## config.mk

```make
export PLATFORM = sky130hd
export DESIGN_NAME = fetch_stage
export DESIGN_NICKNAME = d
export VERILOG_FILES = /design/src/rtl/fetch_stage.sv
export SDC_FILE = /design/constraint.sdc
export NUM_CORES = 1
export LEC_CHECK = 0
export ABC_AREA = 1
export ABC_CLOCK_PERIOD_IN_PS = 2450
export BUFFER_PORTS_ARGS = -buffer_cell sky130_fd_sc_hd__buf_2
export CAP_MARGIN = 20
export CORE_ASPECT_RATIO = 0.75
export CORE_MARGIN = 2
export CORE_UTILIZATION = 40
export DETAILED_ROUTE_END_ITERATION = 7
export PLACE_DENSITY = 0.74
export SLEW_MARGIN = 20
export SYNTH_ARGS = -nofsm -noshare
export SYNTH_HDL_FRONTEND = slang
export SYNTH_SLANG_ARGS = --single-unit
```

## constraint.sdc

```tcl
create_clock -name clk -period 2.45 [get_ports clk]
set_input_delay 0.3675 -clock clk [delete_from_list [all_inputs] [get_ports clk]]
set_output_delay 0.3675 -clock clk [all_outputs]
set_load 0.02 [all_outputs]
```

## src/rtl/fetch_stage.sv

```systemverilog
// Instruction-fetch stage: PC register, imem request/ready handshake and IF/ID register.
// A one-entry hold buffer keeps a word returned during a hazard stall so it is never refetched.
module fetch_stage #(
  parameter int unsigned PC_WIDTH    = 32,
  parameter int unsigned INSTR_WIDTH = 32,
  parameter logic [PC_WIDTH-1:0] RESET_PC = '0,
  parameter logic [PC_WIDTH-1:0] PC_STEP  = PC_WIDTH'(4)
) (
  input  logic                   clk,
  input  logic                   rst,
  input  logic                   pcWrite,
  input  logic                   ifIdWrite,
  input  logic                   branchTaken,
  input  logic [PC_WIDTH-1:0]    branchTarget,
  output logic                   imemReq,
  output logic [PC_WIDTH-1:0]    imemAddr,
  input  logic                   imemReady,
  input  logic [INSTR_WIDTH-1:0] imemData,
  output logic                   ifIdValid,
  output logic [INSTR_WIDTH-1:0] ifIdInstr,
  output logic [PC_WIDTH-1:0]    ifIdPc,
  output logic [4:0]             ifIdRs,
  output logic [4:0]             ifIdRt
);

  typedef enum logic {FETCH, HOLD} state_t;

  state_t                 state_q, state_d;
  logic [PC_WIDTH-1:0]    pc_q, pc_d;
  logic                   ifIdValid_q, ifIdValid_d;
  logic [INSTR_WIDTH-1:0] ifIdInstr_q, ifIdInstr_d;
  logic [PC_WIDTH-1:0]    ifIdPc_q, ifIdPc_d;
  logic [INSTR_WIDTH-1:0] holdInstr_q, holdInstr_d;

  logic stall;
  logic accept;
  logic [PC_WIDTH-1:0] pcNext;

  assign stall  = !pcWrite || !ifIdWrite;
  assign accept = imemReq && imemReady;
  assign pcNext = pc_q + PC_STEP;

  always_ff @(posedge clk) begin
    if (rst) begin
      state_q     <= FETCH;
      pc_q        <= RESET_PC;
      ifIdValid_q <= 1'b0;
      ifIdInstr_q <= '0;
      ifIdPc_q    <= '0;
      holdInstr_q <= '0;
    end else begin
      state_q     <= state_d;
      pc_q        <= pc_d;
      ifIdValid_q <= ifIdValid_d;
      ifIdInstr_q <= ifIdInstr_d;
      ifIdPc_q    <= ifIdPc_d;
      holdInstr_q <= holdInstr_d;
    end
  end

  // A redirect overrides everything else, including a word accepted this same cycle.
  always_comb begin
    state_d     = state_q;
    pc_d        = pc_q;
    ifIdValid_d = ifIdValid_q;
    ifIdInstr_d = ifIdInstr_q;
    ifIdPc_d    = ifIdPc_q;
    holdInstr_d = holdInstr_q;
    if (branchTaken) begin
      state_d     = FETCH;
      pc_d        = branchTarget;
      ifIdValid_d = 1'b0;
      ifIdInstr_d = '0;
    end else begin
      unique case (state_q)
        FETCH: begin
          if (accept && !stall) begin
            ifIdValid_d = 1'b1;
            ifIdInstr_d = imemData;
            ifIdPc_d    = pcNext;
            pc_d        = pcNext;
          end else if (accept) begin
            holdInstr_d = imemData;
            state_d     = HOLD;
          end else if (!stall) begin
            ifIdValid_d = 1'b0;
            ifIdInstr_d = '0;
          end
        end
        HOLD: begin
          if (!stall) begin
            ifIdValid_d = 1'b1;
            ifIdInstr_d = holdInstr_q;
            ifIdPc_d    = pcNext;
            pc_d        = pcNext;
            state_d     = FETCH;
          end
        end
        default: state_d = FETCH;
      endcase
    end
  end

  always_comb begin
    imemReq = (state_q == FETCH) && !rst;
  end

  assign imemAddr  = pc_q;
  assign ifIdValid = ifIdValid_q;
  assign ifIdInstr = ifIdInstr_q;
  assign ifIdPc    = ifIdPc_q;
  assign ifIdRs    = ifIdInstr_q[25:21];
  assign ifIdRt    = ifIdInstr_q[20:16];

endmodule

```

# Word level (Yosys, flattened, before mapping)
# Index checks and enable logic that the tools add are counted.
# op_classes
add_sub_neg	1
n_eq_ne	6
muxes	18
bitwise	3
n_reduce_logical	13
# ops
cell	count
2-to-1 mux 32 bit	7
one-hot mux 32 bit (2 select lines)	2
adder 32 x 3 -> 32 bit, second input constant	1
inequality test 3 bit, second input constant	4
2-to-1 mux 1 bit	7
AND reduction 3 bit	2
zero test 1 bit	4
inequality test 2 bit, second input constant	2
one-hot mux 1 bit (2 select lines)	2
AND reduction 4 bit	1
logical AND 1 bit	3
inverter 1 bit	3
AND reduction 2 bit	1
OR reduction 2 bit	1
logical OR 1 bit	1
# word_totals
reg_bits	130
inputBits	70
out_inout_bits	108
wordCells	47

# Depth between registers and ports, before layout
# Gate-level depths: netlist (run 1).
# depth
depth_word	7
ltp_mapped	12
depth_no_buf	10

# Worst setup path before layout (run 1)
# Ideal clock, no wire load.
# synth_path
path_type	register to register
start	register pc_q[3] (netlist: imemAddr[3])
end	register pc_q[26] (netlist: imemAddr[26])
setup_ns	0.132
arrival_time_ns	1.435
required_ns	2.318
slack_ns	0.882
path_stages_with_launch	11
path_buffers	0
synth_period_minus_slack_ns	1.568
cell_sequence	dfxtp_1 -> ha_1 -> nand2_2 -> nor2_4 -> nand2_1 -> nor2_2 -> nand2_1 -> nand2_1 -> nand2_1 -> nand2_1 -> a21oi_1
# synth_between
elab_chain_len	4
word_cells_on_any_way	5
classes_between	add/sub (1); mux (4)
# synth_rtl
item	line	source
from (decl)	29	logic [PC_WIDTH-1:0] pc_q, pc_d;
from (signal assigned)	53	pc_q <= pc_d;
adder 32 x 3 -> 32 bit *	41	assign pcNext = pc_q + PC_STEP;
2-to-1 mux 32 bit, on equally long branches	91, 77	
one-hot mux 32 bit (2 select lines) *	75	unique case (state_q)
2-to-1 mux 32 bit *	69	if (branchTaken) begin
# Mark *: on every way between the ends. The rest lies on a longest branch, timed or not. The select of a mux whose other input is x is not followed.
# A chain may end at the register's enable or synchronous reset.

# Final worst setup path (run 1)
# layout_path
start	register state_q
end	register pc_q[5] (netlist: imemAddr[5])
# layout_between
elab_chain_len	6
word_cells_on_any_way	9
classes_between	eq/ne (2); mux (2); bitwise (1); reduce/logical (4)
# layout_rtl
item	line	source
from (decl)	28	state_t state_q, state_d;
from (signal assigned)	52	state_q <= state_d;
inverter 1 bit (no source line)	--	
logical AND 1 bit	105	imemReq = (state_q == FETCH) && !rst;
logical AND 1 bit	40	assign accept = imemReq && imemReady;
logical AND 1 bit	77	if (accept && !stall) begin
inequality test 3 bit (no source line)	--	
AND reduction 2 bit (no source line)	--	
# Several ways; a longest one is shown, not always the timed one.

==> results of run 1 <==
## power groups by stage
stage          clock [mW]  sequential [mW]  combinational (mW)
2_1_floorplan           0             2.35               0.277
3_3_place_gp            0             2.31               0.507
3_5_place_dp            0             2.31               0.510
4_1_cts              2.64             2.26               0.513
5_1_grt              2.74             2.27               0.569
6_report             2.61             2.26               0.511
## routing by layer
layer	GRT usage	up-vias	wire length [um]
met1	0.303	2656	7960
met5	0	-	0
met3	0.0405	18	1060
met2	0.329	198	7760
met4	0.0749	0	281
li1	-	2984	-
## area by class of cell
cell class / count / area (sq um) / area share
repair buffers: 188 / 968 / 0.130
clock buffers: 18 / 439 / 0.0589
multi-input cells: 552 / 2690 / 0.361
inverters: 90 / 338 / 0.0453
flip-flops and latches: 130 / 2600 / 0.349
clock inverters: 14 / 169 / 0.0226
well taps: 200 / 250 / 0.0335
## synth_stat cells (all sizes together) (2+ instances only)
library cell,n,share of area
nand2,204,0.14
a21oi,147,0.12
dfxtp,130,0.44
o21ai,92,0.077
inv,90,0.057
nor2,47,0.048
nand3,35,0.031
buf,28,0.035
clkbuf,28,0.018
a31oi,10,0.011
xor2,4,0.0072
and2,3,0.0032
xnor2,2,0.0029
## registers in the layout, summed over array words and instances (netlist names)
| signal | cells |
|---|---|
| state_q | 1 |
| ifIdValid | 1 |
| imemAddr | 32 |
| ifIdPc | 32 |
| holdInstr_q | 32 |
| ifIdInstr | 32 |
## cell families after synthesis
logic type / count (synthesis) / share of synthesized area
and+or+nand+nor: 293 / 0.225
AOI/OAI and AO/OA: 252 / 0.215
buffers and inverters: 146 / 0.110
DFF: 130 / 0.437
xor gates and xnor gates: 6 / 0.0101
adders and majority gates: 1 / 0.00210
## worst min path at each step
stage	startpoint	endpoint	slack [ns]
final	branchTarget[0]	imemAddr[0]	0.19
after global routing	branchTarget[0]	imemAddr[0]	0.19
after CTS	branchTarget[1]	imemAddr[1]	0.19
after detailed placement	holdInstr_q[0]	holdInstr_q[0]	0.43
after global placement	holdInstr_q[0]	holdInstr_q[0]	0.43
after floorplan	holdInstr_q[0]	holdInstr_q[0]	0.42
## worst reg2reg max path, delay by kind of cell (launching register included)
family | cells | cell delay (ns)
buffers and inverters | 2 | 0.52
AOI/OAI and AO/OA | 1 | 0.17
and+or+nand+nor | 4 | 0.45
DFF | 1 | 0.68
==> flow_metrics.env, run 1 <==
export IMPL_io_buffers=177
export IMPL_min_period_over_period=0.775
export IMPL_globalRouteOverflowTotal=0
export IMPL_fin_area_sq_um=7460
export IMPL_p_seq_frac=0.420
export IMPL_cts_root_buf="clkbuf_16"
export IMPL_endpoint_kind="flop"
export IMPL_drt_vias_per_instance=4.91
export IMPL_final_setup_viol_count=0
export IMPL_antenna_found_initial=0
export IMPL_area_growth_syn_to_layout_pct=25.4
export IMPL_yosys_warnings=0
export IMPL_crit_end="imemAddr[5]"
export IMPL_critical_path_top_delay_family="flip-flops"
export IMPL_final_antenna_net_count=0
export IMPL_rows=38
export IMPL_crit_path_cell_trace="inv_1 > nand2_4 > nand2_4 > nor2_8 > buf_4 > nand3_1 > a31oi_1"
export IMPL_numClockSinks=130
export IMPL_avgSynthCellArea_sq_um=7.19
export IMPL_core_sq_um=14500
export IMPL_path_common_cell="nand2_4"
export IMPL_crit_path_start="state_q"
export IMPL_hold_class="input port to flop"
export IMPL_cp_required_ns=2.78
export IMPL_crit_fanout=30
export IMPL_cap_violations=0
export IMPL_worstSetupPathDepth=7
export IMPL_cts_buffers=17
export IMPL_power_mw=5.39
export IMPL_grt_pass1_vias=5117
export IMPL_htree_num_levels=4
export IMPL_drt_iter0_drc=497
export IMPL_ir_drop_uv=486
export IMPL_worst_slew_pin_slew_ns=0.596
export IMPL_syn_inst=828
export IMPL_worst_r2r_path_depth=7
export IMPL_crit_arrival_ns=2.23
export IMPL_post_route_util=0.514
export IMPL_die_x_um=145
export IMPL_grt_use_total=0.214
export IMPL_path_buf_inv=2
export IMPL_wire_per_inst_um=14.3
export IMPL_critPathKind="flop to flop"
export IMPL_layout_cells_non_filler=1192
export IMPL_pre_cts_ws_ns=0.569
export IMPL_p_sw_mw=1.45
export IMPL_clkTransAtPathRegs_ns=0.06
export IMPL_vias=5856
export IMPL_clkPwrFrac=0.485
export IMPL_slowest_stage="dfxtp_1"
export IMPL_hold_ws_ns=0.195
export IMPL_pwr_share_comb=0.095
export IMPL_start_util=0.410
export IMPL_clock_skew_ns=0.0129
export IMPL_cellLeakagePower_nw=3.41
export IMPL_layout_commonest_cell="nand2_1"
export IMPL_cts_buffer_depth=2
export IMPL_place_gp_congestion=0.907
export IMPL_drive_above_1_share=0.255
export IMPL_synth_seq_area_share=0.437
export IMPL_final_cell_mix="nand2_1 (193), buf_2 (177), a21oi_1 (147), dfxtp_1 (130), inv_1 (85)"
export IMPL_fillers=1430
export IMPL_clock_latency_ns=0.42
export IMPL_hold_viol=0
export IMPL_slowest_delay_ns=0.68
export IMPL_async_flop_share=0
export IMPL_switching_share=0.270
export IMPL_place_inst=1160
export IMPL_dp_hpwl_mm=12.0
export IMPL_fin_crit_ns=1.90
export IMPL_cts_tree="built"
export IMPL_power_internal_mw=3.93
export IMPL_cp_start_kind="flop"
export IMPL_post_cts_setup_buffer_count=0
export IMPL_synth_edf_count=0
export IMPL_drt_total_wl_mm=17.1
export IMPL_ioPinCount=178
export IMPL_r2r_end="imemAddr[5]"
export IMPL_synthFlopType="dfxtp_1"
export IMPL_synth_seq_cells=130
export IMPL_outcome="finished clean"
export IMPL_synthesis_area_sq_um=5950
export IMPL_cts_resized=0
export IMPL_fin_nets=1050
export IMPL_reg2reg_slack_ns=0.55
export IMPL_grt_max_degree=65
export IMPL_place_area_sq_um=6850
export IMPL_ctsHoldBuffers=0
export IMPL_r2r_start="state_q"
export IMPL_syn_nets=899
export IMPL_grt_pass1_wl_mm=26.4
export IMPL_hold_depth=3
export IMPL_rsz0062_at_grt="false"
export IMPL_synth_distinct_cells=34
export IMPL_slew_headroom=0.602
export IMPL_tns_ns=0
export IMPL_slew_violations=0
export IMPL_die_height_um=110
export IMPL_clock_fmax_mhz=527
export IMPL_n_antenna_cell=0
export IMPL_die_area_sq_um=15900
export IMPL_firstDrtPassIters=5
export IMPL_power_density_nw_per_um2=722
export IMPL_drc=0
export IMPL_setup_ws_ns=0.551
No activity file was read; power rests on OpenSTA's default activity.
==> inputs of run 2 (changes only) <==
- ABC_AREA: 1 -> 0
- ABC_CLOCK_PERIOD_IN_PS: 2450 -> 1920
- clock period: 2.45 -> 1.92 ns (I/O delays scaled with it)
==> flow_metrics.env, run 2 <==
export IMPL_grtUsageMet1=0.309
export IMPL_final_cell_mix="buf_2 (176), dfxtp_1 (118), nand2_1 (99), nor2_1 (95), buf_4 (57)"
export IMPL_met2_usage=0.316
export IMPL_cellLeakagePower_nw=3.22
export IMPL_power_density_nw_per_um2=898
export IMPL_layout_commonest_cell="buf_2"
export IMPL_drt_total_wl_mm=17.3
export IMPL_vias=5775
export IMPL_wire_per_inst_um=15.7
export IMPL_place_inst=1059
export IMPL_place_area_sq_um=7160
export IMPL_layout_cells_non_filler=1098
export IMPL_worst_r2r_path_depth=6
export IMPL_rsz0062_at_grt="true"
export IMPL_hold_viol=0
export IMPL_die_area_sq_um=15800
export IMPL_syn_inst=700
export IMPL_synth_most_common_cell="dfxtp_1"
export IMPL_ys_top_cells_by_count="dfxtp_1 (130), nand2_1 (99), nor2_1 (98)"
export IMPL_clock_fmax_mhz=528
export IMPL_final_setup_viol_count=0
export IMPL_synth_distinct_cells=48
export IMPL_grt_pass1_wl_mm=26.4
export IMPL_min_to="imemAddr[31]"
export IMPL_hold_class="input port to flop"
export IMPL_place_gp_congestion=0.863
export IMPL_slew_headroom=0.633
export IMPL_hp_start="branchTarget[31]"
export IMPL_synth_seq_area_share=0.441
export IMPL_ctsHoldBuffers=0
export IMPL_cap_violations=0
export IMPL_cts_buffers=17
export IMPL_clkTransAtPathRegs_ns=0.06
export IMPL_antenna_found_initial=0
export IMPL_cts_tree="built"
export IMPL_start_util=0.409
export IMPL_hold_depth=3
export IMPL_io_buffers=177
export IMPL_grt_max_degree=48
export IMPL_ioPinCount=178
export IMPL_crit_arrival_ns=2.21
export IMPL_cts_buffer_depth=2
export IMPL_rows=38
export IMPL_n_antenna_cell=0
export IMPL_grt_pass1_vias=5201
export IMPL_core_sq_um=14500
export IMPL_cp_start_kind="flop"
export IMPL_crit_fanout=8
export IMPL_min_period_over_period=0.986
export IMPL_synth_top_area_share=0.441
export IMPL_reg2reg_slack_ns=0.03
export IMPL_outcome="finished clean"
export IMPL_tns_ns=0
export IMPL_endpoint_kind="flop"
export IMPL_critPathKind="flop to flop"
export IMPL_slew_violations=0
export IMPL_synthesis_area_sq_um=5900
export IMPL_drt_vias_per_instance=5.26
export IMPL_dp_hpwl_mm=12.0
export IMPL_die_x_um=144
export IMPL_die_height_um=109
export IMPL_globalRouteOverflowTotal=0
export IMPL_drive_above_1_share=0.353
export IMPL_synthFlopType="dfxtp_1"
export IMPL_drt_iter0_drc=424
export IMPL_syn_nets=771
export IMPL_async_flop_share=0
export IMPL_r2r_start="imemAddr[10]"
export IMPL_clock_skew_ns=0.0126
export IMPL_yosys_warnings=0
export IMPL_grt_busiest_layer="met2"
export IMPL_final_antenna_net_count=0
export IMPL_htree_num_levels=4
export IMPL_drc=0
export IMPL_ir_drop_uv=635
export IMPL_area_growth_syn_to_layout_pct=33.3
export IMPL_firstDrtPassIters=6
export IMPL_clock_latency_ns=0.41
export IMPL_met3_usage=0.0593
export IMPL_cp_required_ns=2.24
export IMPL_synth_seq_cells=130
export IMPL_numClockSinks=130
export IMPL_avgSynthCellArea_sq_um=8.43
export IMPL_r2r_end="imemAddr[23]"
export IMPL_fin_crit_ns=1.89
export IMPL_fin_nets=956
export IMPL_synth_edf_count=0
export IMPL_synth_area_leader_cell="dfxtp_1"
export IMPL_grt_use_total=0.215
export IMPL_cts_root_buf="clkbuf_16"
export IMPL_worst_slew_pin_slew_ns=0.550
export IMPL_netlist_top_cells_area="dfxtp_1 (44%), nand2_1 (6.3%), nor2_1 (6.2%)"
export IMPL_fin_area_sq_um=7870
-- run 2: through the flow --
step / total power [mW] / setup slack (ns) / util / hold slack, ns
2_1_floorplan: 3.41 / 0.00644 / - / 0.397
3_3_place_gp: 3.72 / 0.0903 / 0.495 / 0.442
3_5_place_dp: 3.73 / 0.0537 / 0.495 / 0.447
4_1_cts: 7.13 / 0.0374 / 0.538 / 0.0924
5_1_grt: 7.35 / -0.0252 / 0.545 / 0.0972
6_report: 7.07 / 0.0265 / 0.545 / 0.106
-- run 2: cells by family after synthesis --
group                      count (synthesis)  synth area share
DFF                                      130             0.441
xor gates and xnor gates                  50            0.0742
muxes                                      2           0.00339
adders and majority gates                  1           0.00212
and+or+nand+nor                          302             0.246
AOI/OAI and AO/OA                        139             0.167
buffers and inverters                     76            0.0667
-- run 2: power by group --
group / internal (mW) / leakage (nW) / switching (mW)
Clock: 2.08 / 0.295 / 1.30
Sequential: 2.80 / 1.06 / 0.0802
Combinational: 0.311 / 1.86 / 0.490
Total: 5.20 / 3.22 / 1.87
-- run 2: worst max-delay path by stage --
stage / startpoint / end / slack (ns) / cells past startpoint
3_5_place_dp: imemAddr[10] / ifIdPc[29] / 0.05 / 5
2_1_floorplan: imemAddr[9] / imemAddr[31] / 0.006 / 8
5_1_grt: imemAddr[14] / imemAddr[23] / -0.03 / 6
3_3_place_gp: imemAddr[17] / ifIdPc[29] / 0.09 / 5
4_1_cts: imemAddr[17] / ifIdPc[29] / 0.04 / 5
6_report: imemAddr[10] / imemAddr[23] / 0.03 / 6
-- run 2: critical path: stages (launching register included) --
cell and delay, ns:
dfxtp_4 0.34, nand2_1 0.08, or4_4 0.64, buf_4 0.18
nor4_2 0.27, xnor2_1 0.09, a211oi_1 0.21
-- run 2: metal layers --
layer	vias to the layer above	part of all wire
met5	-	0
met4	0	0.0065
met3	15	0.081
met2	230	0.44
met1	2711	0.47
li1	2819	-
-- run 2: timing repair --
item | 4_1_cts | 5_1_grt
gates resized for setup | 0 | 8
endpoints found under the setup margin | 0 | 6
setup buffers | 0 | 7
-- run 2: final cells by class --
cell class | instances | area, sq um
Fill cell | 1364 | 6580
Sequential cell | 130 | 2620
Inverter | 5 | 18.8
Tap cell | 200 | 250
Multi-Input combinational cell | 494 | 2970
Clock buffer | 17 | 425
Clock inverter | 15 | 196
Timing Repair Buffer | 237 | 1380
==> inputs of run 3 (changes only) <==
- CORE_MARGIN: 2 -> 4
- GPL_TIMING_DRIVEN: not set -> 0
- HOLD_SLACK_MARGIN: not set -> 0.12
==> flow_metrics.env, run 3 (synthesis gave the netlist of run 2 again) <==
export IMPL_cts_root_buf="clkbuf_16"
export IMPL_drt_iter0_drc=464
export IMPL_slew_violations=0
export IMPL_grt_pass1_wl_mm=29.9
export IMPL_place_gp_congestion=0.935
export IMPL_grt_max_degree=17
export IMPL_layout_commonest_cell="buf_2"
export IMPL_crit_fanout=6
export IMPL_cap_violations=0
export IMPL_min_to="imemAddr[1]"
export IMPL_die_area_sq_um=16800
export IMPL_ir_drop_uv=578
export IMPL_critPathKind="flop to flop"
export IMPL_clock_skew_ns=0.0119
export IMPL_endpoint_kind="flop"
export IMPL_die_x_um=148
export IMPL_power_density_nw_per_um2=875
export IMPL_final_cell_mix="buf_2 (180), dfxtp_1 (116), nand2_1 (97), nor2_1 (96), a21oi_1 (41)"
export IMPL_outcome="finished clean"
export IMPL_cp_start_kind="flop"
export IMPL_cts_buffers=17
export IMPL_final_setup_viol_count=0
export IMPL_slowest_delay_ns=0.64
export IMPL_antenna_found_initial=0
export IMPL_r2r_end="ifIdPc[23]"
export IMPL_final_antenna_net_count=0
export IMPL_crit_arrival_ns=2.19
export IMPL_clkTransAtPathRegs_ns=0.06
export IMPL_hold_depth=3
export IMPL_hold_ws_ns=0.128
export IMPL_cts_tree="built"
export IMPL_start_util=0.409
export IMPL_reg2reg_slack_ns=0.06
export IMPL_io_buffers=177
export IMPL_die_height_um=113
export IMPL_firstDrtPassIters=6
export IMPL_power_mw=7.11
export IMPL_drc=0
export IMPL_min_period_over_period=0.967
export IMPL_rsz0062_at_grt="true"
export IMPL_dp_hpwl_mm=13.7
export IMPL_worst_r2r_path_depth=6
export IMPL_vias=6030
export IMPL_drive_above_1_share=0.328
export IMPL_area_growth_syn_to_layout_pct=37.5
export IMPL_slew_headroom=0.543
export IMPL_hp_start="branchTarget[1]"
export IMPL_clock_fmax_mhz=538
export IMPL_clock_latency_ns=0.41
export IMPL_hold_class="input port to flop"
export IMPL_crit_path_cell_trace="nand2_2 > or4_4 > buf_12 > nor3_4 > xnor2_1 > a211oi_2"
export IMPL_globalRouteOverflowTotal=0
export IMPL_numClockSinks=130
export IMPL_drt_vias_per_instance=5.32
export IMPL_ioPinCount=178
export IMPL_cellLeakagePower_nw=3.30
export IMPL_fin_nets=991
export IMPL_fin_crit_ns=1.86
export IMPL_cts_buffer_depth=2
export IMPL_slowest_stage="or4_4"
export IMPL_grt_use_total=0.226
export IMPL_htree_num_levels=4
export IMPL_r2r_start="imemAddr[18]"
export IMPL_rows=38
export IMPL_wire_per_inst_um=17.2
export IMPL_core_sq_um=14500
export IMPL_grt_pass1_vias=5526
export IMPL_fillers=1350
export IMPL_hold_viol=0
export IMPL_drt_total_wl_mm=19.5
export IMPL_cp_required_ns=2.25
export IMPL_worst_slew_pin_slew_ns=0.685
[run 3: worst max-delay path: cells and delay by family, from the launching register on]
family                    cells  cell delay, ns
xor gates and xnor gates      1            0.10
and+or+nand+nor               3            0.87
DFF                           1            0.39
AOI/OAI and AO/OA             1            0.20
buffers and inverters         1            0.20
[run 3: final cells by class]
type                       instances  area, sq um  area share
antenna                            1         2.50    0.000308
buffer                            64          347      0.0427
clock buffer                      18          439      0.0541
clock inverter                    14          176      0.0217
inverter                           5         18.8     0.00231
multi-input combinational        494         3050       0.376
sequential                       130         2640       0.326
tap                              200          250      0.0308
timing repair buffer             208         1190       0.146
[run 3: worst max path at each step]
stage,from,to,slack (ns),cells past startpoint
2_1_floorplan,imemAddr[9],imemAddr[31],0.006,8
3_3_place_gp,state_q,ifIdPc[19],-0.45,6
3_5_place_dp,state_q,ifIdPc[16],-0.47,6
4_1_cts,imemAddr[9],ifIdPc[23],-0.02,7
5_1_grt,imemAddr[5],imemAddr[29],-0.02,5
6_report,imemAddr[18],ifIdPc[23],0.06,6
[run 3: repair_timing]
action	in CTS	in global routing
resized for setup	18	34
buffers inserted	2	7
gates cloned	0	1
pin swaps	8	10
hold endpoints to repair	21	0
hold buffers	21	0
setup endpoints to repair	116	66
[run 3: where the power goes]
part           total, mW  internal, mW  switching [mW]  leakage, nW
clock               3.38          2.09            1.29        0.282
combinational      0.808         0.319           0.489         1.95
sequential          2.92          2.80           0.117         1.07
[run 3: metrics by stage]
step                      cell area, sq um  utilization  setup TNS [ns]  std cells  setup WS (ns)
after global placement                7090        0.491          -17.95       1077         -0.454
after global routing                  8120        0.561         -0.0261       1133        -0.0169
final                                 8120        0.562               0       1134         0.0625
after detailed placement              7090        0.491          -21.86       1077         -0.472
after CTS                             7970        0.551         -0.0270       1128        -0.0178
after floorplan                       5960            -               0        700        0.00644
[run 3: routing by layer]
layer | up-vias | share of wire | GRT usage
met5 | - | 0 | 0
met4 | 0 | 0.013 | 0.0665
met3 | 27 | 0.10 | 0.0733
met2 | 280 | 0.43 | 0.327
met1 | 2818 | 0.46 | 0.321
li1 | 2905 | - | -
